## config.mk

```make
export PLATFORM = sky130hd
export DESIGN_NAME = cdb_arbiter
export DESIGN_NICKNAME = d
export VERILOG_FILES = /design/src/rtl/cdb_arbiter.sv
export SDC_FILE = /design/constraint.sdc
export NUM_CORES = 1
export LEC_CHECK = 0
export BUFFER_PORTS_ARGS = -buffer_cell sky130_fd_sc_hd__buf_2
export CAP_MARGIN = 0
export CORE_UTILIZATION = 24
export CTS_CLUSTER_SIZE = 12
export DETAILED_ROUTE_END_ITERATION = 10
export RECOVER_POWER = 50
export SLEW_MARGIN = 20
export SYNTH_ARGS = -nofsm -noshare
export SYNTH_HDL_FRONTEND = slang
export SYNTH_SLANG_ARGS = --single-unit
```

## constraint.sdc

```tcl
create_clock -name clk -period 20.1 [get_ports clk]
set_input_delay 2.01 -clock clk [delete_from_list [all_inputs] [get_ports clk]]
set_output_delay 2.01 -clock clk [all_outputs]
set_load 0.01 [all_outputs]
```

## src/rtl/cdb_arbiter.sv

```systemverilog
// rtl/cdb_arbiter.sv - common data bus arbiter with per-FU result slot buffers
module cdb_arbiter #(
  parameter int NREQ  = 3,
  parameter int DEPTH = 2,
  parameter int DW    = 32,
  parameter int TW    = 5,
  parameter int PW    = 7
) (
  input  logic               clk,
  input  logic               reset,
  input  logic [NREQ-1:0]    req_valid,
  output logic [NREQ-1:0]    req_ready,
  input  logic [NREQ*TW-1:0] req_rob_tag,
  input  logic [NREQ*PW-1:0] req_pd,
  input  logic [NREQ-1:0]    req_has_dest,
  input  logic [NREQ*DW-1:0] req_data,
  input  logic [TW-1:0]      rob_head,
  input  logic               mispredict,
  input  logic [TW-1:0]      mispredict_tag,
  output logic               cdb_valid,
  output logic [NREQ-1:0]    cdb_src,
  output logic [TW-1:0]      cdb_rob_tag,
  output logic [PW-1:0]      cdb_pd,
  output logic [DW-1:0]      cdb_data,
  output logic               cdb_pd_ready
);

  localparam int RW = (NREQ > 1) ? $clog2(NREQ) : 1;
  localparam int SW = (DEPTH > 1) ? $clog2(DEPTH) : 1;

  // Slot buffer state, one row per FU
  logic [DEPTH-1:0] slot_valid [NREQ];
  logic [TW-1:0]    slot_tag   [NREQ][DEPTH];
  logic [PW-1:0]    slot_pd    [NREQ][DEPTH];
  logic             slot_hd    [NREQ][DEPTH];
  logic [DW-1:0]    slot_data  [NREQ][DEPTH];
  logic [RW-1:0]    rr_ptr;

  // Derived selection signals
  logic [TW-1:0]    slot_age   [NREQ][DEPTH];
  logic [TW-1:0]    in_age     [NREQ];
  logic [TW-1:0]    flush_age;
  logic [NREQ-1:0]  nom_valid;
  logic [SW-1:0]    nom_idx    [NREQ];
  logic [TW-1:0]    nom_age    [NREQ];
  logic [SW-1:0]    free_idx   [NREQ];
  logic             win_found;
  logic [RW-1:0]    win;
  logic [SW-1:0]    win_slot;
  logic [TW-1:0]    win_age;
  logic             win_squash;

  // Ages are distances from the ROB head, wrapping modulo 2^TW
  always_comb begin
    flush_age = mispredict_tag - rob_head;
    for (int i = 0; i < NREQ; i++) begin
      in_age[i] = req_rob_tag[i*TW +: TW] - rob_head;
      for (int j = 0; j < DEPTH; j++) begin
        slot_age[i][j] = slot_tag[i][j] - rob_head;
      end
    end
  end

  // Ready and lowest free slot come from registered valids only
  always_comb begin
    for (int i = 0; i < NREQ; i++) begin
      req_ready[i] = ~&slot_valid[i];
      free_idx[i]  = '0;
      for (int j = DEPTH - 1; j >= 0; j--) begin
        if (!slot_valid[i][j]) free_idx[i] = SW'(j);
      end
    end
  end

  // Each FU nominates its oldest valid slot; strict compare keeps ties on the lower index
  always_comb begin
    for (int i = 0; i < NREQ; i++) begin
      nom_valid[i] = 1'b0;
      nom_idx[i]   = '0;
      nom_age[i]   = '0;
      for (int j = 0; j < DEPTH; j++) begin
        if (slot_valid[i][j] && (!nom_valid[i] || (slot_age[i][j] < nom_age[i]))) begin
          nom_valid[i] = 1'b1;
          nom_idx[i]   = SW'(j);
          nom_age[i]   = slot_age[i][j];
        end
      end
    end
  end

  // Round-robin across FUs: search rr_ptr..NREQ-1 first, then wrap to 0..rr_ptr-1
  always_comb begin
    win_found = 1'b0;
    win       = '0;
    for (int i = 0; i < NREQ; i++) begin
      if (!win_found && nom_valid[i] && (RW'(i) >= rr_ptr)) begin
        win_found = 1'b1;
        win       = RW'(i);
      end
    end
    for (int i = 0; i < NREQ; i++) begin
      if (!win_found && nom_valid[i] && (RW'(i) < rr_ptr)) begin
        win_found = 1'b1;
        win       = RW'(i);
      end
    end
    win_slot   = nom_idx[win];
    win_age    = nom_age[win];
    win_squash = mispredict && (win_age > flush_age);
  end

  // Flush, grant and accept; accept targets free slots and grant/flush valid ones, so they never collide
  always_ff @(posedge clk) begin
    if (reset) begin
      for (int i = 0; i < NREQ; i++) slot_valid[i] <= '0;
      rr_ptr       <= '0;
      cdb_valid    <= 1'b0;
      cdb_src      <= '0;
      cdb_rob_tag  <= '0;
      cdb_pd       <= '0;
      cdb_data     <= '0;
      cdb_pd_ready <= 1'b0;
    end else begin
      for (int i = 0; i < NREQ; i++) begin
        for (int j = 0; j < DEPTH; j++) begin
          if (mispredict && (slot_age[i][j] > flush_age)) slot_valid[i][j] <= 1'b0;
        end
      end

      if (win_found) begin
        slot_valid[win][win_slot] <= 1'b0;
        rr_ptr <= (win == RW'(NREQ - 1)) ? '0 : win + 1'b1;
        if (win_squash) begin
          cdb_valid    <= 1'b0;
          cdb_pd_ready <= 1'b0;
        end else begin
          cdb_valid    <= 1'b1;
          cdb_src      <= NREQ'(1) << win;
          cdb_rob_tag  <= slot_tag[win][win_slot];
          cdb_pd       <= slot_pd[win][win_slot];
          cdb_data     <= slot_data[win][win_slot];
          cdb_pd_ready <= slot_hd[win][win_slot] && (slot_pd[win][win_slot] != '0);
        end
      end else begin
        cdb_valid    <= 1'b0;
        cdb_pd_ready <= 1'b0;
      end

      for (int i = 0; i < NREQ; i++) begin
        if (req_valid[i] && req_ready[i] && !(mispredict && (in_age[i] > flush_age))) begin
          slot_valid[i][free_idx[i]] <= 1'b1;
          slot_tag[i][free_idx[i]]   <= req_rob_tag[i*TW +: TW];
          slot_pd[i][free_idx[i]]    <= req_pd[i*PW +: PW];
          slot_hd[i][free_idx[i]]    <= req_has_dest[i];
          slot_data[i][free_idx[i]]  <= req_data[i*DW +: DW];
        end
      end
    end
  end

endmodule
```

==> results.sh <==
export IMPL_shortest_clock_period_the_worst_path_allows_after_layout_ns=7.70
export IMPL_critical_path_stages=26
export IMPL_p_seq_share_pct=33.2
export IMPL_post_synthesis_sequential_element_count=327
export IMPL_vias=11540
export IMPL_cts_hold_buffers=0
export IMPL_post_route_cells_drive_above_1_share_pct=10.8
export IMPL_grt_first_pass_wirelength_um=76700
export IMPL_tightestPinTransition_ns=2.46
export IMPL_timing_final_ws_setup_ns=12.40
export IMPL_numCtsBuffers=37
export IMPL_irDropWorstVdd_mv=0.0897
export IMPL_post_route_util_pct=29.0
export IMPL_fillers=6645
export IMPL_comb_power_share_pct=41.0
export IMPL_die_area_um2=66000
export IMPL_synth_warning_count=0
export IMPL_hold_path_startpoint="cdb_data[10]"
export IMPL_postSynth_asyncResetShare_pct=0
export IMPL_cts_root_buf="sky130_fd_sc_hd__clkbuf_16"
export IMPL_outcome="finished with violations"
export IMPL_first_pass_iters=5
export IMPL_yosysSeqAreaShare_pct=59.3
export IMPL_final_setup_tns_ns=0
export IMPL_timing_critical_path_arrival_ns=8.02
export IMPL_remaining_drc_errors=0
export IMPL_max_cap_viol_count=1
export IMPL_depth_of_the_most_critical_reg_to_reg_path=26
export IMPL_most_repeated_cell_in_the_gate_level_netlist_after_synthesis="sky130_fd_sc_hd__edfxtp_1"
export IMPL_internal_power_mw=1.59
export IMPL_report_final_hold_viol_count=0
export IMPL_tritoncts="done"
export IMPL_cp_num_buf_inv=5
export IMPL_finClkSkew_ns=0.0187
export IMPL_start_kind="input port"
export IMPL_power_share_switching_pct=39.5
export IMPL_critical_path_required_ns=20.42
export IMPL_cts_repair_timing_setup_buffer_count=0
export IMPL_drt_total_wl_um=52700
export IMPL_fp_coreArea_um2=64300
export IMPL_placementRows=93
export IMPL_hold_slack_ns=0.472
export IMPL_ctsHtreeMaxLevel=2
export IMPL_netlist_top_cells_area="sky130_fd_sc_hd__edfxtp_1, sky130_fd_sc_hd__ha_1, sky130_fd_sc_hd__dfxtp_1"
export IMPL_drt_iter0_markers=1068
export IMPL_rsz0062_at_grt="no"
export IMPL_synth_top_cell_area_share_pct=52.0
export IMPL_cts_repair_resized=0
export IMPL_global_route_usage_total_pct=15.6
export IMPL_maximum_number_of_pins_on_one_net_before_global_route_repair=77
export IMPL_crit_family="compound AO/OA/AOI/OAI gates"
export IMPL_max_clock_freq_mhz=130
export IMPL_final_net_count=1707
export IMPL_failing_checks="max-capacitance violations, max-slew violations"
export IMPL_critical_path_slowest_cell="sky130_fd_sc_hd__buf_4"
export IMPL_avgRoutedWirePerCell_um=22.5
export IMPL_synth_main_ff_cell="sky130_fd_sc_hd__edfxtp_1"
export IMPL_post_synth_inst_count=1265
export IMPL_synth_nets=1519
export IMPL_boundaryPins=203
export IMPL_starting_density_of_the_core_pct=24.3
export IMPL_post_dp_hpwl_um=34900
export IMPL_timing_setup_critical_path_class="input port to flip-flop"
export IMPL_worst_skew_pair_late_latency_ns=0.55
export IMPL_cts_sink_count=327
export IMPL_hold_path_class="flip-flop to flip-flop"
export IMPL_syn_to_layout_area_delta_pct=19.5
export IMPL_final_max_slew_violation_count=41
export IMPL_critical_path_max_stage_delay_ns=0.55
export IMPL_p_leak_nw=6.59
export IMPL_global_route_overflow_total=0
export IMPL_synth_edff_count=270
export IMPL_avgViaCountPerCell=4.93
export IMPL_max_clock_path_buffers=3
export IMPL_report_power_total_mw=2.63
export IMPL_post_route_period_util_pct=38.3
export IMPL_first_global_vias=11610
export IMPL_antenna_found_initial=11
export IMPL_clk_pin_slew_ns=0.06
export IMPL_setup_viol=0
export IMPL_power_switching_mw=1.04
export IMPL_synth_lib_cells_used_distinct=64
export IMPL_die_height_um=257
export IMPL_crit_path_start="rob_head[0]"
export IMPL_critPathMaxFanout=47
export IMPL_synthesis_area_um2=15600
export IMPL_power_density_cell_area_nw_per_um2=141
export IMPL_io_buffers=202
export IMPL_synth_largest_area_cell="sky130_fd_sc_hd__edfxtp_1"
export IMPL_preCtsSetupSlack_ns=11.91
export IMPL_detail_route_antenna_nets=0
export IMPL_critPathMostFrequentCell="sky130_fd_sc_hd__o21a_1"
export IMPL_synth_cells_most_frequent="sky130_fd_sc_hd__edfxtp_1, sky130_fd_sc_hd__nand2_1, sky130_fd_sc_hd__ha_1, sky130_fd_sc_hd__a22oi_1, sky130_fd_sc_hd__o21ai_0"
export IMPL_end_kind="flip-flop"
export IMPL_share_clk_of_total_power_pct=25.7
export IMPL_synth_avg_cell_area_um2=12.3
export IMPL_reg2reg_from="slot_tag[1][5]"
export IMPL_gp_congestion=0.873
export IMPL_floorplan_die_width_um=257
export IMPL_slew_limit_headroom_pct=-63.8
export IMPL_holdPathStages=2
[sequential cells by signal, summed over array words and instances, names as in the netlist, 2 cells and up]
register	flops
slot_data	192
slot_pd	42
cdb_data	32
slot_tag	30
cdb_pd	7
slot_hd	6
slot_valid	6
cdb_rob_tag	5
cdb_src	3
rr_ptr	2
[worst paths after layout]
kind / end / slack, ns
min reg2reg: cdb_data[10] / 0.47
max: cdb_data[21] / 12.40
min: cdb_data[10] / 0.47
max reg2reg: cdb_data[21] / 13.69
[layer usage]
layer | up-vias | global-route usage [%] | wire length [um]
li1 | 5274 | - | -
met1 | 5720 | 20.6 | 22700
met3 | 76 | 2.91 | 3570
met2 | 460 | 26.0 | 25300
met5 | - | 0 | 58
met4 | 10 | 4.40 | 1120
[power by group through the flow]
stage	clock (mW)	combinational (mW)	sequential [mW]
finish	0.677	1.08	0.874
global route	0.717	1.17	0.881
CTS	0.691	1.09	0.872
detailed placement	0	1.09	0.885
global placement	0	1.07	0.885
floorplan	0	0.710	0.882
[per-stage QoR]
stage,std cells,cell area [um^2]
2_1_floorplan,1265,15600
3_3_place_gp,2269,17600
3_5_place_dp,2269,17600
4_1_cts,2337,18800
5_1_grt,2340,18600
6_report,2341,18600
[worst reg2reg max path, stage by stage (launching register included)]
cell and delay, ns:
sky130_fd_sc_hd__edfxtp_1 0.45, sky130_fd_sc_hd__inv_1 0.09, sky130_fd_sc_hd__ha_1 0.14, sky130_fd_sc_hd__inv_1 0.07, sky130_fd_sc_hd__fa_1 0.41, sky130_fd_sc_hd__a21o_1 0.19, sky130_fd_sc_hd__a21oi_1 0.18, sky130_fd_sc_hd__xnor2_1 0.16
sky130_fd_sc_hd__nand2_1 0.10, sky130_fd_sc_hd__ha_1 0.31, sky130_fd_sc_hd__o21a_1 0.10, sky130_fd_sc_hd__o21ai_0 0.13, sky130_fd_sc_hd__o21ai_4 0.26, sky130_fd_sc_hd__buf_4 0.55, sky130_fd_sc_hd__nand3_1 0.14, sky130_fd_sc_hd__nand3_1 0.12
sky130_fd_sc_hd__o31ai_1 0.07, sky130_fd_sc_hd__o21ai_0 0.19, sky130_fd_sc_hd__ha_1 0.28, sky130_fd_sc_hd__o21a_1 0.11, sky130_fd_sc_hd__o21a_1 0.16, sky130_fd_sc_hd__o21a_1 0.17, sky130_fd_sc_hd__o221a_2 0.44, sky130_fd_sc_hd__buf_4 0.37
sky130_fd_sc_hd__nor2_4 0.24, sky130_fd_sc_hd__buf_4 0.51, sky130_fd_sc_hd__o32ai_1 0.24
[cell type report]
cell class              count  area, um^2  share of cell area [%]
flip-flops and latches    327        9250                    49.6
multi-input cells         824        5970                    32.0
clock buffers              56        1080                    5.78
well taps                 855        1070                    5.74
repair buffers            224         988                    5.30
inverters                  39         146                   0.785
clock inverters            12         136                   0.731
diodes                      4        10.0                  0.0537
[cell families after synthesis]
kind of cell	count (synthesis)	share of synthesized area, %
buffers and inverters	114	2.93
multiplexers	4	0.273
AND/OR/NAND/NOR	285	8.04
XOR/XNOR	49	2.75
flip-flops	327	59.3
adder cells (fa/ha/maj)	103	8.74
AO/OA/AOI/OAI	383	18.0
[placed cells by master, fill, tap and decap left out, drive strengths merged, types with 5 or more instances in the layout]
cell and instances:
edfxtp 270, clkbuf 204, nand2 159, ha 93, a22oi 79, buf 76, o21ai 71, nor2 58
dfxtp 57, a311o 40, o32ai 40, inv 40, a21o 39, a21oi 39, xnor2 31, nand3 19
xor2 18, fa 10, o21a 10, a211oi 10, nand4 9, nand2b 8, clkinv 8, a221oi 7
nor2b 6, nor4 6, o221ai 5, o211ai 5, nor3 5
(Power assumes the default switching activity.)
